--- src/rtl/muldiv_unit.sv ---
// -----------------------------------------------------------------------------
// muldiv_unit
//   Iterative RV32M multiply/divide unit placed beside the integer ALU.
//   Supports MUL/MULH/MULHSU/MULHU (op[2]=0) and DIV/DIVU/REM/REMU (op[2]=1).
//
// Ports
//   clk              in   1   rising-edge clock
//   reset            in   1   synchronous, active-high reset
//   valid            in   1   start strobe, sampled only while idle (busy=0)
//   op               in   3   op[2]: 0 mul / 1 div, op[1:0]: sub-op
//   in1              in   32  factor1 / dividend
//   in2              in   32  factor2 / divisor
//   result           out  32  product, quotient or remainder; valid while ready=1
//   ready            out  1   one-cycle completion pulse
//   busy             out  1   operation in progress
//   div_by_zero_err  out  1   last completed div op had a zero divisor
//
// Handshake: the ALU raises valid while busy=0; the unit latches op/in1/in2
//   on that edge (E0) and raises busy. Exactly one ready pulse follows; result
//   and div_by_zero_err are stable during it and hold until the next op
//   finishes. busy stays high through the ready cycle and drops on the next
//   cycle, so a valid during the ready cycle is ignored. valid while busy is
//   ignored (no queuing). reset aborts an op without a ready pulse.
//
// Latency: ready is high in the cycle after edge E0+34.
//
// Configuration macro: MULDIV_FAST_MUL_EN
//   defined   : mul ops use a single registered signed multiply of the
//               sign/zero-extended operands, ready in the cycle after E0+2.
//   undefined : every op uses the 32-step iterative datapath.
//   Results are identical in both builds.
// -----------------------------------------------------------------------------
module muldiv_unit (
    input  logic        clk,
    input  logic        reset,
    input  logic        valid,
    input  logic [2:0]  op,
    input  logic [31:0] in1,
    input  logic [31:0] in2,
    output logic [31:0] result,
    output logic        ready,
    output logic        busy,
    output logic        div_by_zero_err
);

    typedef enum logic [1:0] {
        ST_IDLE,
        ST_CALC,
        ST_FIX,
        ST_DONE
    } state_t;

    state_t      state_q, state_d;
    logic [2:0]  op_q, op_d;
    logic [31:0] op_a_q, op_a_d;      // original in1 (div-by-zero remainder)
    logic [31:0] b_abs_q, b_abs_d;    // |multiplicand| or |divisor|
    logic [63:0] acc_q, acc_d;        // {hi/rem, lo/quot}
    logic [4:0]  cnt_q, cnt_d;
    logic        neg_q, neg_d;        // product / quotient must be negated
    logic        rem_neg_q, rem_neg_d;
    logic        div_zero_q, div_zero_d;
    logic [31:0] result_q, result_d;
    logic        ready_q, ready_d;
    logic        busy_q, busy_d;
    logic        err_q, err_d;

    // Signedness per sub-op. MULHSU is signed in1, unsigned in2.
    function automatic logic in1_is_signed(input logic [2:0] o);
        in1_is_signed = o[2] ? ~o[0] : (o[1:0] != 2'b11);
    endfunction

    function automatic logic in2_is_signed(input logic [2:0] o);
        in2_is_signed = o[2] ? ~o[0] : ~o[1];
    endfunction

    // Operand conditioning at start.
    logic        a_neg, b_neg;
    logic [31:0] a_abs, b_abs;

    assign a_neg = in1_is_signed(op) & in1[31];
    assign b_neg = in2_is_signed(op) & in2[31];
    assign a_abs = a_neg ? (~in1 + 32'd1) : in1;
    assign b_abs = b_neg ? (~in2 + 32'd1) : in2;

    // One shift-add multiply step: add the multiplicand into the high half
    // when the current multiplier bit is set, then shift right with carry.
    logic [32:0] mul_sum;
    assign mul_sum = {1'b0, acc_q[63:32]} + (acc_q[0] ? {1'b0, b_abs_q} : 33'd0);

    // One restoring divide step: shift the next dividend bit into the partial
    // remainder and subtract the divisor when it fits. The partial remainder
    // is always below the divisor, so the difference fits in 32 bits.
    logic [32:0] rem_sh;
    logic        div_ge;
    logic [31:0] div_diff;

    assign rem_sh   = acc_q[63:31];
    assign div_ge   = (rem_sh >= {1'b0, b_abs_q});
    assign div_diff = rem_sh[31:0] - b_abs_q;

    // Full 64-bit signed-corrected product.
    logic [63:0] mul_full;
`ifdef MULDIV_FAST_MUL_EN
    logic [31:0] op_b_q, op_b_d;
    logic [63:0] fast_a, fast_b;

    // Extending both operands to 64 bits by their own signedness makes the
    // truncated 64-bit product equal the exact 33x33 signed product.
    assign fast_a   = {{32{in1_is_signed(op_q) & op_a_q[31]}}, op_a_q};
    assign fast_b   = {{32{in2_is_signed(op_q) & op_b_q[31]}}, op_b_q};
    assign mul_full = fast_a * fast_b;
`else
    assign mul_full = neg_q ? (~acc_q + 64'd1) : acc_q;
`endif

    // Quotient/remainder correction. Divide by zero is forced to the RISC-V
    // values; signed overflow falls out naturally (|0x8000_0000| / 1).
    logic [31:0] quot_fix, rem_fix, fix_result;

    assign quot_fix = div_zero_q ? 32'hFFFF_FFFF
                                 : (neg_q ? (~acc_q[31:0] + 32'd1) : acc_q[31:0]);
    assign rem_fix  = div_zero_q ? op_a_q
                                 : (rem_neg_q ? (~acc_q[63:32] + 32'd1) : acc_q[63:32]);

    always_comb begin
        fix_result = 32'd0;
        if (op_q[2]) begin
            fix_result = op_q[1] ? rem_fix : quot_fix;
        end else begin
            fix_result = (op_q[1:0] == 2'b00) ? mul_full[31:0] : mul_full[63:32];
        end
    end

    always_comb begin
        state_d    = state_q;
        op_d       = op_q;
        op_a_d     = op_a_q;
        b_abs_d    = b_abs_q;
        acc_d      = acc_q;
        cnt_d      = cnt_q;
        neg_d      = neg_q;
        rem_neg_d  = rem_neg_q;
        div_zero_d = div_zero_q;
        result_d   = result_q;
        ready_d    = 1'b0;
        busy_d     = busy_q;
        err_d      = err_q;
`ifdef MULDIV_FAST_MUL_EN
        op_b_d     = op_b_q;
`endif

        case (state_q)
            ST_IDLE: begin
                // busy_q still set here means this is the ready cycle.
                if (!busy_q && valid) begin
                    op_d       = op;
                    op_a_d     = in1;
                    b_abs_d    = b_abs;
                    acc_d      = {32'd0, a_abs};
                    cnt_d      = 5'd0;
                    neg_d      = a_neg ^ b_neg;
                    rem_neg_d  = a_neg;
                    div_zero_d = (in2 == 32'd0);
                    busy_d     = 1'b1;
                    state_d    = ST_CALC;
`ifdef MULDIV_FAST_MUL_EN
                    op_b_d     = in2;
                    if (!op[2]) begin
                        state_d = ST_FIX;
                    end
`endif
                end else begin
                    busy_d = 1'b0;
                end
            end

            ST_CALC: begin
                if (op_q[2]) begin
                    acc_d = div_ge ? {div_diff, acc_q[30:0], 1'b1}
                                   : {rem_sh[31:0], acc_q[30:0], 1'b0};
                end else begin
                    acc_d = {mul_sum, acc_q[31:1]};
                end
                cnt_d = cnt_q + 5'd1;
                if (cnt_q == 5'd31) begin
                    state_d = ST_FIX;
                end
            end

            ST_FIX: begin
                result_d = fix_result;
                err_d    = op_q[2] & div_zero_q;
                state_d  = ST_DONE;
            end

            ST_DONE: begin
                ready_d = 1'b1;
                state_d = ST_IDLE;
            end

            default: begin
                state_d = ST_IDLE;
            end
        endcase
    end

    always_ff @(posedge clk) begin
        if (reset) begin
            state_q    <= ST_IDLE;
            op_q       <= 3'd0;
            op_a_q     <= 32'd0;
            b_abs_q    <= 32'd0;
            acc_q      <= 64'd0;
            cnt_q      <= 5'd0;
            neg_q      <= 1'b0;
            rem_neg_q  <= 1'b0;
            div_zero_q <= 1'b0;
            result_q   <= 32'd0;
            ready_q    <= 1'b0;
            busy_q     <= 1'b0;
            err_q      <= 1'b0;
`ifdef MULDIV_FAST_MUL_EN
            op_b_q     <= 32'd0;
`endif
        end else begin
            state_q    <= state_d;
            op_q       <= op_d;
            op_a_q     <= op_a_d;
            b_abs_q    <= b_abs_d;
            acc_q      <= acc_d;
            cnt_q      <= cnt_d;
            neg_q      <= neg_d;
            rem_neg_q  <= rem_neg_d;
            div_zero_q <= div_zero_d;
            result_q   <= result_d;
            ready_q    <= ready_d;
            busy_q     <= busy_d;
            err_q      <= err_d;
`ifdef MULDIV_FAST_MUL_EN
            op_b_q     <= op_b_d;
`endif
        end
    end

    assign result          = result_q;
    assign ready           = ready_q;
    assign busy            = busy_q;
    assign div_by_zero_err = err_q;

endmodule

--- config.mk ---
export PLATFORM = sky130hd
export DESIGN_NAME = muldiv_unit
export DESIGN_NICKNAME = d
export VERILOG_FILES = /design/src/rtl/muldiv_unit.sv
export SDC_FILE = /design/constraint.sdc
export NUM_CORES = 1
export LEC_CHECK = 0
export BUFFER_PORTS_ARGS = -buffer_cell sky130_fd_sc_hd__buf_2
export CAP_MARGIN = 30
export CORE_MARGIN = 2
export CORE_UTILIZATION = 42
export CTS_CLUSTER_SIZE = 10
export DETAILED_ROUTE_END_ITERATION = 6
export PLACE_DENSITY = 0.62
export SYNTH_ARGS = -nofsm -noshare
export SYNTH_HDL_FRONTEND = slang
export SYNTH_SLANG_ARGS = --single-unit
--- constraint.sdc ---
create_clock -name clk -period 3.67 [get_ports clk]
set_input_delay 0.734 -clock clk [delete_from_list [all_inputs] [get_ports clk]]
set_output_delay 0.734 -clock clk [all_outputs]
set_load 0.02 [all_outputs]
== Word-level counts from Yosys, hierarchy flattened ==
Index checks and enable logic that the tools add are counted.
Word-level totals
  bits in registers: 176
  memories: 0
  output and inout bits: 35
  ROM bits: 0
  RAM bits: 0
  bits in latches: 0
Operators by class
  divide/modulo/power cells: 0
  reduce and logical (&&, ||, !) cells: 9
  bitwise logic cells: 11
  add/subtract/negate cells: 8
  eq/ne operators: 7
  magnitude comparators: 1
  multipliers: 0
  mux-type cells: 24
  shifts and indexed selects: 0
Operators by type and width (number)
  32-bit 2-to-1 mux: 10
  64-bit 2-to-1 mux: 4
  32-bit by 1-bit adder with 32-bit output, second input constant: 4
  32-bit NOT: 4
  64-bit case mux with 2 select lines: 1
  64-bit by 1-bit adder with 64-bit output, second input constant: 1
  64-bit NOT: 1
  32-bit by 32-bit adder with 33-bit output: 1
  33-bit by 32-bit greater-or-equal comparator with 1-bit output: 1
  32-bit logical NOT: 1
  32-bit subtractor: 1
  5-bit case mux with 2 select lines: 1
  2-bit case mux with 4 select lines: 1
  2-bit != test, second input constant: 3
  2-bit AND reduction: 3
  5-bit by 1-bit adder with 5-bit output, second input constant: 1
  5-bit == test, second input constant: 1
  5-bit 2-to-1 mux: 1
  2-bit == test, second input constant: 2
  2-bit logical NOT: 2
  1-bit 2-to-1 mux: 4
  2-bit 2-to-1 mux: 2
  1-bit bitwise AND: 3
  2-bit by 1-bit == test with 1-bit output, second input constant: 1
  5 further kinds: 6

== Depth between registers and ports, before layout ==
Gate-level depths: netlist (run 1).
  word-level depth: 6
  gate-level depth with buffers: 17
  depth with buffers taken out: 15

== Worst setup path before layout (run 1) ==
No wires, ideal clock.
  path type: register -> register
  start: reg acc_q[32]
  end: reg result_q[29] (netlist: result[29])
  buffers on the path: 0
  setup time: 91 ps
  data required time: 3579 ps
  path slack: -227 ps
  cell stages (with the launch flop): 12
  clock period less this slack: 3897 ps
  arrival time: 3806 ps
  cells stage by stage: dfxtp_1 or3_4 or3_4 or4b_4 or3_1 or4_1 or4_1 nand2_1 xnor2_1 mux2i_1 a221o_1 a311oi_1
On the way
  word-level cells in the longest chain between the ends: 6
  elaborated cells on any way between the ends: 10
RTL lines
  start, declared: RTL line 57  | logic [63:0] acc_q, acc_d;
  start signal, assigned: RTL line 213  | acc_q <= 64'd0;
  start signal, assigned: RTL line 230  | acc_q <= acc_d;
  32-bit NOT: RTL line 123  | : (rem_neg_q ? (~acc_q[63:32] + 32'd1) : acc_q[63:32]);
  32-bit by 1-bit adder with 32-bit output: RTL line 123
  32-bit 2-to-1 mux: RTL line 123
  32-bit 2-to-1 mux: RTL line 122  | assign rem_fix = div_zero_q ? op_a_q
  32-bit 2-to-1 mux: RTL line 128  | fix_result = op_q[1] ? rem_fix : quot_fix;
  32-bit 2-to-1 mux *: RTL line 127  | if (op_q[2]) begin
  end signal, assigned: RTL line 235  | result_q <= result_d;
  end, declared: RTL line 62  | logic [31:0] result_q, result_d;
Every way passes the cells marked *; elsewhere a longest branch is shown, timed or not.
A chain may end at the register's enable or synchronous reset.

== Worst setup path in the final report (run 1) ==
Ends and elaborated chain as after synthesis.

==> impl_results.md, run 1 <==
* FF-to-FF path depth at 11
* Top_reg_cell synth: dfxtp_1
* Peak supply drop at just under 0.0004 V
* CTS Hold Bufs at 0
* Distinct cells, synth at 69
* Layout Cells excl Fill at roughly 2600
* TritonCTS clock tree: yes
* First-pass iteration count of the detailed router at 5
* CTS H-Tree Depth at 4
* DR top layer: met5
* Avg WL per Cell at between 20 and 25 um
* Syn Area/Cell at around 7.2 um2
* DRC violation count after routing at 0
* Xor/xnor share of the synthesized area at 0.1187
* Max cap viols at 0
* Final Total Pwr at roughly 11000 uW
* DRT met1 WL at between 20000 and 25000 um
* Startpoint types: flop
* Rel. slew slack at 0.4164
* Buf/Inv on CP at 0
* Routed WL at roughly 53000 um
* RSZ-0062 raised after global routing: true
* Simple-gate area share of the yosys netlist at 0.2003
* Hold Path Depth at 2
* Syn nets at ~2200
* Root Driver: clkbuf_16
* Pleak at around 0.007 uW
* Initial antenna violation count at 2
* Status: finished, violations left
* Antenna viol nets, final at 0
* R2R setup slack at -70 ps
* Layout fillers at about 3500
* Final WS setup at -73.62 ps
* DP Cell Count at around 2600
* GP Congestion at between 0.9 and 1
* Clock Latency Late Sink at roughly 460 ps
* Final Cycle Share at 1.020
* Synth async-reset ratio at 0
* Power per Cell Area at approximately 630 nW/um2
* Crit-path leading delay family: simple AND/OR/NAND/NOR gates
* Gate power share at 0.558
* Rows at 68
* Multi-input gate area at between 10000 and 15000 um2
* Core Region at between 30000 and 40000 um2
* WL met3 at between 3000 and 4000 um
* First-pass GRT wire length at 82120 um
* CP max FO at 3
* CP max-delay cell: or4b_4
* Worst Path Required at ~4000 ps
* Die Wd at between 150 and 200 um
* Multiplexer share of the synthesized area at 0.03450
* CTS sink cnt at 176
* Maximum clock path buffer count at 2
* CP arrival at 4110 ps
* Hold WS at ~460 ps
* Critical path endpoint category: flop
* Initial detailed-routing violation count at roughly 1300
* Area grow syn2layout at 16.01%
* CP peak stage delay at approximately 540 ps
* Clk slew on worst S/H paths at 80 ps
* Vias/cell at slightly below 6
* Initial core utilization at 0.4252
* Most used cell, CP: or3_4
* Register area share after synthesis at 0.2411
* Final Max Slew Viols at 0
* Critical Path, Cell by Cell: or3_4 -> or3_4 -> or4b_4 -> or3_4 -> or4_4 -> or4_4 -> nand2_2 -> xnor2_1 -> mux2i_1 -> a221o_1 -> a311oi_2
* FF-to-FF Start: acc_q[32]$_SDFFE_PP0P_
* Vias in the first global route at 14542
* Clock Skews at roughly 14 ps
* Post-synth EDFFs at 0
* Synth Register Bits at between 150 and 200
* Register area at between 3000 and 4000 um2
* DR vias at roughly 15000
* Count of mapped cells out of synthesis at ~2000
* Largest family of logic cells by synthesized area: compound AO/OA/AOI/OAI gates
* Gr ovfl total at 0
* Worst-Margin Slew at about 870 ps
* Hold Fails Final Rpt at 0
* Reg-to-reg endpoint: result[29]$_SDFFE_PP0P_
* Number of buffers created by CTS at 17
* Hold path startpoint: b_abs_q[31]$_SDFFE_PP0P_
* Setup TNS at -73.62 ps
* Fmax at between 200 and 300 MHz
* Synth Area in Compound Gates at 0.2832
* # setup viols final at 1
* Seq pwr share at 0.264
* Crit path kind: reg2reg
* Switch share at 0.4829
* Nets@finish at ~2300
* Synth warn at 0
* Internal power at 5523 uW
* Placement Setup Slack at -156.1 ps
* Ratio of cells with drive above 1 in the final layout at 0.1510
* Die area at ~36000 um2
* Largest net degree at the start of global routing at between 100 and 150
* Sw power at just over 5000 uW
* Worst min-delay path category: reg2reg
* Detailed-placement wirelength estimate at between 40000 and 50000 um
* Wire length on met2 at ~25000 um
* Clk pwr share at 0.178
* I/O pin count at 105
* Die H at around 190 um
* Hold-critical path endpoint: b_abs_q[31]$_SDFFE_PP0P_
* Failing checks: negative setup slack
* Gr usage total at 0.2901
* Adder-cell share of the synthesized area at 0.06609
* Fin crit period at between 3000 and 4000 ps
* PortBufs at between 100 and 150
* Synth Cell Area at between 10000 and 15000 um2
synthesized netlist by cell type, types with 22 or more instances:
cell      number  area, um2
nor3_1        29      145.1
nand2b_1      24      150.1
a22oi_1       22      165.2
clkbuf_1     134      503.0
ha_1          74      925.9
xnor2_1       82      718.2
mux2i_1       47      470.5
o21ai_0      129      645.6
a211oi_1      76      570.6
dfxtp_1      176       3523
nor2_1       254      953.4
nand3_1       22      110.1
or4_1         23      172.7
a21o_1        32      240.2
a221oi_1      23      201.4
xor2_1       116       1016
a21oi_1      216       1081
o31ai_1       30      225.2
inv_1         69      259.0
nand2_1      213      799.5
how the worst max path moves through the flow:
stage                                      start                       to  slack [ps]  cells after the start
after floorplan           acc_q[32]$_SDFFE_PP0P_  result[29]$_SDFFE_PP0P_         -70                     11
after global placement    acc_q[32]$_SDFFE_PP0P_  result[29]$_SDFFE_PP0P_         -70                     11
after detailed placement  acc_q[32]$_SDFFE_PP0P_  result[29]$_SDFFE_PP0P_        -160                     11
after CTS                 acc_q[32]$_SDFFE_PP0P_  result[29]$_SDFFE_PP0P_        -130                     11
after global routing      acc_q[32]$_SDFFE_PP0P_  result[29]$_SDFFE_PP0P_        -160                     11
final                     acc_q[32]$_SDFFE_PP0P_  result[29]$_SDFFE_PP0P_         -70                     11
flip-flops by register name, indices dropped and copies added, names as in the netlist, 2 cells and up:
signal,cells
result,32
op_a_q,32
state_q,2
acc_q,64
b_abs_q,32
op_q,3
cnt_q,5
metrics by stage:
stage | utilization | cell area (um2)
final | 0.4933 | 16960
after global routing | 0.4932 | 16950
after CTS | 0.4895 | 16830
after detailed placement | 0.4720 | 16220
after global placement | 0.4720 | 16220
after floorplan | - | 14630
worst reg2reg max path, delay by kind of cell (launching register included):
kind / cells / cell delay [ps]
AND/OR/NAND/NOR: 7 / 2550
AO/OA/AOI/OAI: 2 / 590
flip-flops: 1 / 350
XOR/XNOR: 1 / 110
multiplexers: 1 / 80
routing by layer:
metal / vias up / track usage
met1: 7311 / 0.3670
met3: 114 / 0.04453
met4: 2 / 0.1428
met5: - / 0
li1: 7462 / -
met2: 535 / 0.4806
power by group through the flow:
stage	clock network, uW	registers, uW	logic, uW
2_1_floorplan	0	2690	3940
3_3_place_gp	0	2830	5680
3_5_place_dp	0	2830	5730
4_1_cts	1920	2790	5790
5_1_grt	2000	2860	6520
6_report	1910	2820	5960
final cells by class:
type / count / area share
diodes: 1 / 0.0001476
clock buffers: 17 / 0.02509
clock inverters: 15 / 0.009741
inverters: 70 / 0.01550
multi-input cells: 1628 / 0.6147
flip-flops and latches: 176 / 0.2083
well taps: 455 / 0.03358
repair buffers: 240 / 0.09298
layout by cell type, fill, tap and decap left out, types with 7 or more instances in the layout:
master     count
xnor2_1       81
nor3_1        28
dfxtp_1      172
a31oi_1       15
o21a_1         7
nand2b_1      22
mux2i_1       47
or4_1         20
o41ai_1       11
ha_1          73
a221o_1        7
xor2_1       116
a22o_1         9
buf_2        103
nor2_1       254
buf_4        135
inv_1         68
a21oi_1      211
or3_1         19
a21o_1        32
clkbuf_16     17
and3_1         8
nand3_1       22
nand2_1      211
a211oi_1      74
a22oi_1       22
a221oi_1      23
o211ai_1      15
o21ai_0      127
o21ai_1        7
nor2b_1        9
o31ai_1       28
a311oi_1       7
nor4_1        14
repair_timing:
item / 4_1_cts / 5_1_grt
gates resized for setup: 3 / 22
pin swaps: 9 / 8
endpoints found under the hold margin: 0 / 0
endpoints found under the setup margin: 3 / 28
setup buffers: 0 / 1
gates cloned: 0 / 0
logic make-up (layout without fill, tap and decap cells):
group	count (synthesis)	in the layout
xor gates and xnor gates	198	198
buffers and inverters	216	342
muxes	49	49
and+or+nand+nor	652	652
DFF	176	176
other	0	1
AOI/OAI and AO/OA	653	653
adders and majority gates	76	76
(Power assumes the default switching activity.)
==> run 2, diff against run 1 <==
GPL_TIMING_DRIVEN = 0   (was not set)
==> run 2 against run 1 <==
The run still ends with negative setup slack left; hold slack got worse by 0.95 ps; count of clock-buffer cells in the layout increased by 1; setup slack got worse by 130 ps; critical path depth stayed put; flip-flop and latch count stayed put; register-to-register slack worse by 130 ps; maximum frequency down 3.3%; power grew 2.4%; non-clock buffer count grew 31; via count is 4.6% higher; largest power group unchanged; highest routed layer is now met4.
==> impl_results.md, run 2 (synthesis gave the netlist of run 1 again) <==
* Gr usage total at 0.3194 (was 0.2901)
* Crit-path leading delay family: simple AND/OR/NAND/NOR gates (unchanged)
* DP Cell Count at 2578 (was 2567)
* First-pass iteration count of the detailed router at 6 (was 5)
* Most used cell, CP: or3_4 (unchanged)
* DR vias at 16136 (was 15424)
* Ratio of cells with drive above 1 in the final layout at 0.1208 (was 0.1510)
* Rows at 68 (unchanged)
* Stages on the worst setup path at 11 (unchanged)
* Initial core utilization at 0.4252 (unchanged)
* Status: finished, violations left (unchanged)
* PortBufs at 103 (was 104)
* Initial detailed-routing violation count at 1461 (was 1321)
* I/O pin count at 105 (unchanged)
* Most frequent cells in the layout: 251 x nor2_1, 211 x nand2_1, 208 x a21oi_1 (was 254 x nor2_1, 211 x nand2_1, 211 x a21oi_1)
* Largest net degree at the start of global routing at 19 (was 102)
* Worst Path Required at 4030 ps (was 4040 ps)
* Failing checks: negative setup slack (unchanged)
* Fmax at 258.3 MHz (was 267.1 MHz)
* First-pass GRT wire length at 88210 um (was 82120 um)
* Avg WL per Cell at 22.54 um (was 20.35 um)
* Fin crit period at 3871 ps (was 3744 ps)
* Startpoint types: flop (unchanged)
* Initial antenna violation count at 0 (was 2)
* Die area at 36310 um2 (unchanged)
* Die Wd at 190.5 um (unchanged)
* Peak supply drop at 0.0004221 V (was 0.0003976 V)
* Area grow syn2layout at 15.81% (was 16.01%)
* Final Cell Area at 16930 um2 (was 16960 um2)
* Placement Setup Slack at -1021 ps (was -156.1 ps)
* GP Congestion at 0.9836 (was 0.9308)
* Maximum clock path buffer count at 2 (unchanged)
* Clk slew on worst S/H paths at 80 ps (about the same)
* CP peak stage delay at 550 ps (was 540 ps)
* Max cap viols at 0 (unchanged)
* TritonCTS clock tree: yes (unchanged)
* Worst min-delay path category: reg2reg (unchanged)
* Clock Latency Late Sink at 460 ps (about the same)
* DRC violation count after routing at 0 (unchanged)
* Critical path endpoint category: flop (unchanged)
* Core Region at 34370 um2 (unchanged)
* CP max FO at 3 (unchanged)
* Routed WL at 59330 um (was 52960 um)
* Crit path kind: reg2reg (unchanged)
* Antenna viol nets, final at 0 (unchanged)
* CTS H-Tree Depth at 4 (unchanged)
* Rel. slew slack at 0.3899 (was 0.4164)
* Commonest non-fill, non-tap cell in the layout: nor2_1 (unchanged)
* Number of buffers created by CTS at 17 (unchanged)
* Gr ovfl total at 0 (unchanged)
* CP max-delay cell: or4b_4 (unchanged)
* Clock Skews at 22.83 ps (was 14.29 ps)
* Number of flip-flops in the largest register at 64 (unchanged)
* Nets@finish at 2310 (was 2279)
* CTS sink cnt at 176 (unchanged)
* Die H at 190.5 um (unchanged)
* Largest register by flop count: acc_q (unchanged)
* Buf/Inv on CP at 0 (unchanged)
* Vias in the first global route at 14863 (was 14542)
* RSZ-0062 raised after global routing: true (unchanged)
* # diodes at 0 (was 1)
* Final Cycle Share at 1.055 (was 1.020)
* Vias/cell at 6.131 (was 5.928)
* Hold WS at 461.8 ps (was 462.7 ps)
* Final WS setup at -200.8 ps (was -73.62 ps)
* Layout Cells excl Fill at 2632 (was 2602)
* Hold Fails Final Rpt at 0 (unchanged)
* Worst-Margin Slew at 911.7 ps (was 872.2 ps)
* Cell area after placement at 15720 um2 (was 16220 um2)
* Critical Path, Cell by Cell: or3_4 -> or3_4 -> or4b_4 -> or3_4 -> or4_4 -> or4_4 -> nand2_4 -> xnor2_2 -> mux2i_1 -> a221o_1 -> a311oi_1 (was or3_4 -> or3_4 -> or4b_4 -> or3_4 -> or4_4 -> or4_4 -> nand2_2 -> xnor2_1 -> mux2i_1 -> a221o_1 -> a311oi_2)
* Detailed-placement wirelength estimate at 46230 um (was 40500 um)
* Root Driver: clkbuf_16 (unchanged)
* Power per Cell Area at 646.2 nW/um2 (was 630.0 nW/um2)
* Pleak at 0.006750 uW (was 0.007087 uW)
* Hold Path Depth at 2 (unchanged)
* # setup viols final at 2 (was 1)
* FF-to-FF path depth at 11 (unchanged)
* Final Max Slew Viols at 0 (unchanged)
* CP arrival at 4230 ps (was 4110 ps)
run 2: per-stage QoR:
| stage | power, uW | TNS (ps) | utilization |
|---|---|---|---|
| floorplan | 6630 | -79.43 | - |
| finish | 10940 | -342.7 | 0.4924 |
| global placement | 8440 | -22140 | 0.4573 |
| detailed placement | 8494 | -22990 | 0.4573 |
| CTS | 10530 | -430.1 | 0.4818 |
| global route | 11530 | -742.8 | 0.4924 |
run 2: path summary, 6_finish.rpt:
path | start | end | slack, ps
max | acc_q[32]$_SDFFE_PP0P_ | result[29]$_SDFFE_PP0P_ | -200
min | b_abs_q[31]$_SDFFE_PP0P_ | b_abs_q[31]$_SDFFE_PP0P_ | 460
min reg2reg | b_abs_q[31]$_SDFFE_PP0P_ | b_abs_q[31]$_SDFFE_PP0P_ | 460
max reg2reg | acc_q[32]$_SDFFE_PP0P_ | result[29]$_SDFFE_PP0P_ | -200
run 2: worst min-delay path, delay by kind of cell (launching register included):
kind             cells  cell delay [ps]
AO/OA/AOI/OAI        1               50
flip-flops           1              310
AND/OR/NAND/NOR      1               50
run 2: routing by layer:
layer,track usage,routed length (um),vias to the layer above
met5,0,0,-
met4,0.1878,3795,0
met3,0.03920,4414,159
met2,0.5052,26000,756
met1,0.4176,25130,7691
li1,-,-,7530
run 2: where the power goes:
| group | switching [uW] | internal [uW] | total (uW) |
|---|---|---|---|
| sequential | 503 | 2340 | 2840 |
| clock | 959 | 923 | 1880 |
| combinational | 4080 | 2130 | 6210 |
| total | 5550 | 5390 | 10900 |
run 2: area by class of cell:
| class | count | area, um2 |
|---|---|---|
| repair buffers | 133 | 738.2 |
| plain buffers | 138 | 560.5 |
| well taps | 455 | 569.3 |
| inverters | 70 | 266.5 |
| clock buffers | 18 | 439.2 |
| clock inverters | 14 | 140.1 |
| multi-input cells | 1628 | 10670 |
| fillers | 3562 | 17450 |
| flip-flops and latches | 176 | 3538 |
run 2: timing repair:
| action | 4_1_cts | 5_1_grt |
|---|---|---|
| setup buffers | 14 | 14 |
| resized for setup | 45 | 66 |
| gates cloned | 0 | 1 |
| hold buffers | 0 | 0 |
| endpoints found under the setup margin | 58 | 37 |
| pin swaps | 5 | 17 |
==> run 3, diff against run 2 <==
SKIP_LAST_GASP = 1   (was not set)
==> run 3 against run 2 <==
The flow still finishes with violations (negative setup slack); register-to-register slack is essentially flat; power grew 0.29%; flip-flop and latch count is the same; largest cell class unchanged; first-iteration DRC count grew 5.5%; largest power group unchanged.
==> impl_results.md, run 3 (synthesis gave the netlist of run 1 again) <==
* Final Cycle Share at 1.057 (was 1.055)
* Routed WL at 59320 um (was 59330 um)
* I/O pin count at 105 (unchanged)
* Maximum clock path buffer count at 2 (unchanged)
* Gr ovfl total at 0 (unchanged)
* Gr usage total at 0.3192 (was 0.3194)
* Rel. slew slack at 0.3688 (was 0.3899)
* Initial detailed-routing violation count at 1542 (was 1461)
* CP arrival at 4240 ps (was 4230 ps)
* Startpoint types: flop (unchanged)
* DR vias at 15988 (was 16136)
* CTS H-Tree Depth at 4 (unchanged)
* Fin crit period at 3880 ps (was 3871 ps)
* Root Driver: clkbuf_16 (unchanged)
* CP max FO at 3 (unchanged)
* Fmax at 257.7 MHz (was 258.3 MHz)
* Status: finished, violations left (unchanged)
* Core Region at 34370 um2 (unchanged)
* Avg WL per Cell at 22.54 um (about the same)
* Nets@finish at 2310 (unchanged)
* Pleak at 0.006742 uW (was 0.006750 uW)
* Clock Skews at 23.82 ps (was 22.83 ps)
* DRC violation count after routing at 0 (unchanged)
* CTS sink cnt at 176 (unchanged)
* Die area at 36310 um2 (unchanged)
* Layout fillers at 3552 (was 3562)
* Worst-Margin Slew at 943.3 ps (was 911.7 ps)
* Power per Cell Area at 645.3 nW/um2 (was 646.2 nW/um2)
* Rows at 68 (unchanged)
* Most frequent cells in the layout: 247 x nor2_1, 210 x nand2_1, 209 x a21oi_1 (was 251 x nor2_1, 211 x nand2_1, 208 x a21oi_1)
* Die H at 190.5 um (unchanged)
* Number of buffers created by CTS at 17 (unchanged)
* Max cap viols at 0 (unchanged)
* Die Wd at 190.5 um (unchanged)
* Peak supply drop at 0.0004234 V (was 0.0004221 V)
* # setup viols final at 2 (unchanged)
* Area grow syn2layout at 16.31% (was 15.81%)
* TritonCTS clock tree: yes (unchanged)
* Final Max Slew Viols at 0 (unchanged)
* Register area at 3538 um2 (unchanged)
* Final WS setup at -210.4 ps (was -200.8 ps)
* Vias/cell at 6.074 (was 6.131)
* First-pass GRT wire length at 88170 um (was 88210 um)
* Initial core utilization at 0.4252 (unchanged)
* Largest register by flop count: acc_q (unchanged)
* DP Cell Count at 2578 (unchanged)
* Clk slew on worst S/H paths at 80 ps (about the same)
* Hold Path Depth at 2 (unchanged)
* Worst Path Required at 4030 ps (about the same)
* Vias in the first global route at 14862 (was 14863)
* Largest net degree at the start of global routing at 19 (unchanged)
* Antenna viol nets, final at 0 (unchanged)
* First-pass iteration count of the detailed router at 6 (unchanged)
* Clock Latency Late Sink at 460 ps (about the same)
* GP Congestion at 0.9836 (unchanged)
* FF-to-FF path depth at 11 (unchanged)
* Ratio of cells with drive above 1 in the final layout at 0.1236 (was 0.1208)
* Setup TNS at -358.6 ps (was -342.7 ps)
* Crit path kind: reg2reg (unchanged)
* Layout Cells excl Fill at 2632 (unchanged)
* # diodes at 0 (unchanged)
* Initial antenna violation count at 0 (unchanged)
* Multi-input gate area at 10740 um2 (was 10670 um2)
* Critical path endpoint category: flop (unchanged)
* RSZ-0062 raised after global routing: true (unchanged)
* Hold Fails Final Rpt at 0 (unchanged)
* Detailed-placement wirelength estimate at 46230 um (unchanged)
* Commonest non-fill, non-tap cell in the layout: nor2_1 (unchanged)
* PortBufs at 103 (unchanged)
* Failing checks: negative setup slack (unchanged)
* Number of flip-flops in the largest register at 64 (unchanged)
* Final Total Pwr at 10970 uW (was 10940 uW)
* Worst min-delay path category: reg2reg (unchanged)
==> run 3: cell counts in the layout (fill, tap and decap cells not counted) <==
No cell type changed its count.
==> run 3: timing repair <==
action                                  4_1_cts  5_1_grt
endpoints found under the setup margin       58       37
hold buffers                                  0        0
resized for setup                            44       76
setup buffers                                14       15
cloned                                        0        1
pin swaps                                     5       14
==> run 3: per-stage QoR <==
step / hold slack, ps / setup slack (ps) / utilization / cell area, um2
2_1_floorplan: 428.7 / -74.46 / - / 14630
3_3_place_gp: 442.6 / -1028 / 0.4573 / 15720
3_5_place_dp: 446.8 / -1021 / 0.4573 / 15720
4_1_cts: 461.6 / -152.2 / 0.4816 / 16550
5_1_grt: 477.9 / -277.0 / 0.4945 / 17000
6_report: 460.4 / -210.4 / 0.4945 / 17000
==> run 3: critical path, cell delays in order, from the launching register on <==
cell      delay (ps)
dfxtp_4          370
or3_4            390
or3_4            340
or4b_4           550
or3_4            370
or4_4            440
or4_4            470
nand2_4          100
xnor2_2          100
mux2i_1           90
a221o_1          330
a311oi_1         240
==> run 3: metal layers <==
| layer | wire, um | track usage | share of wire | vias up |
|---|---|---|---|---|
| met5 | 0 | 0 | 0 | - |
| met4 | 4017 | 0.1860 | 0.068 | 0 |
| met3 | 4329 | 0.03901 | 0.073 | 172 |
| met2 | 25780 | 0.5056 | 0.43 | 714 |
| met1 | 25190 | 0.4175 | 0.42 | 7578 |
| li1 | - | - | - | 7524 |
==> run 3: power by group <==
group,total (uW),internal (uW),switching [uW],leakage (uW)
Clock,1880,923,960,0.000280
Sequential,2840,2340,503,0.00144
Combinational,6250,2150,4100,0.00502
Total,11000,5410,5560,0.00674
==> run 3: cell type report <==
cell class                 count  area share
buffer                       137     0.03231
clock buffer                  18     0.02584
tap                          455     0.03349
sequential                   176      0.2082
inverter                      70     0.01568
timing repair buffer         134     0.04460
multi-input combinational   1628      0.6317
clock inverter                14    0.008244
==> run 3: final timing paths <==
kind,slack (ps),startpoint,endpoint
max,-210,acc_q[32]$_SDFFE_PP0P_,result[29]$_SDFFE_PP0P_
min,460,b_abs_q[31]$_SDFFE_PP0P_,b_abs_q[31]$_SDFFE_PP0P_
max reg2reg,-210,acc_q[32]$_SDFFE_PP0P_,result[29]$_SDFFE_PP0P_
min reg2reg,460,b_abs_q[31]$_SDFFE_PP0P_,b_abs_q[31]$_SDFFE_PP0P_
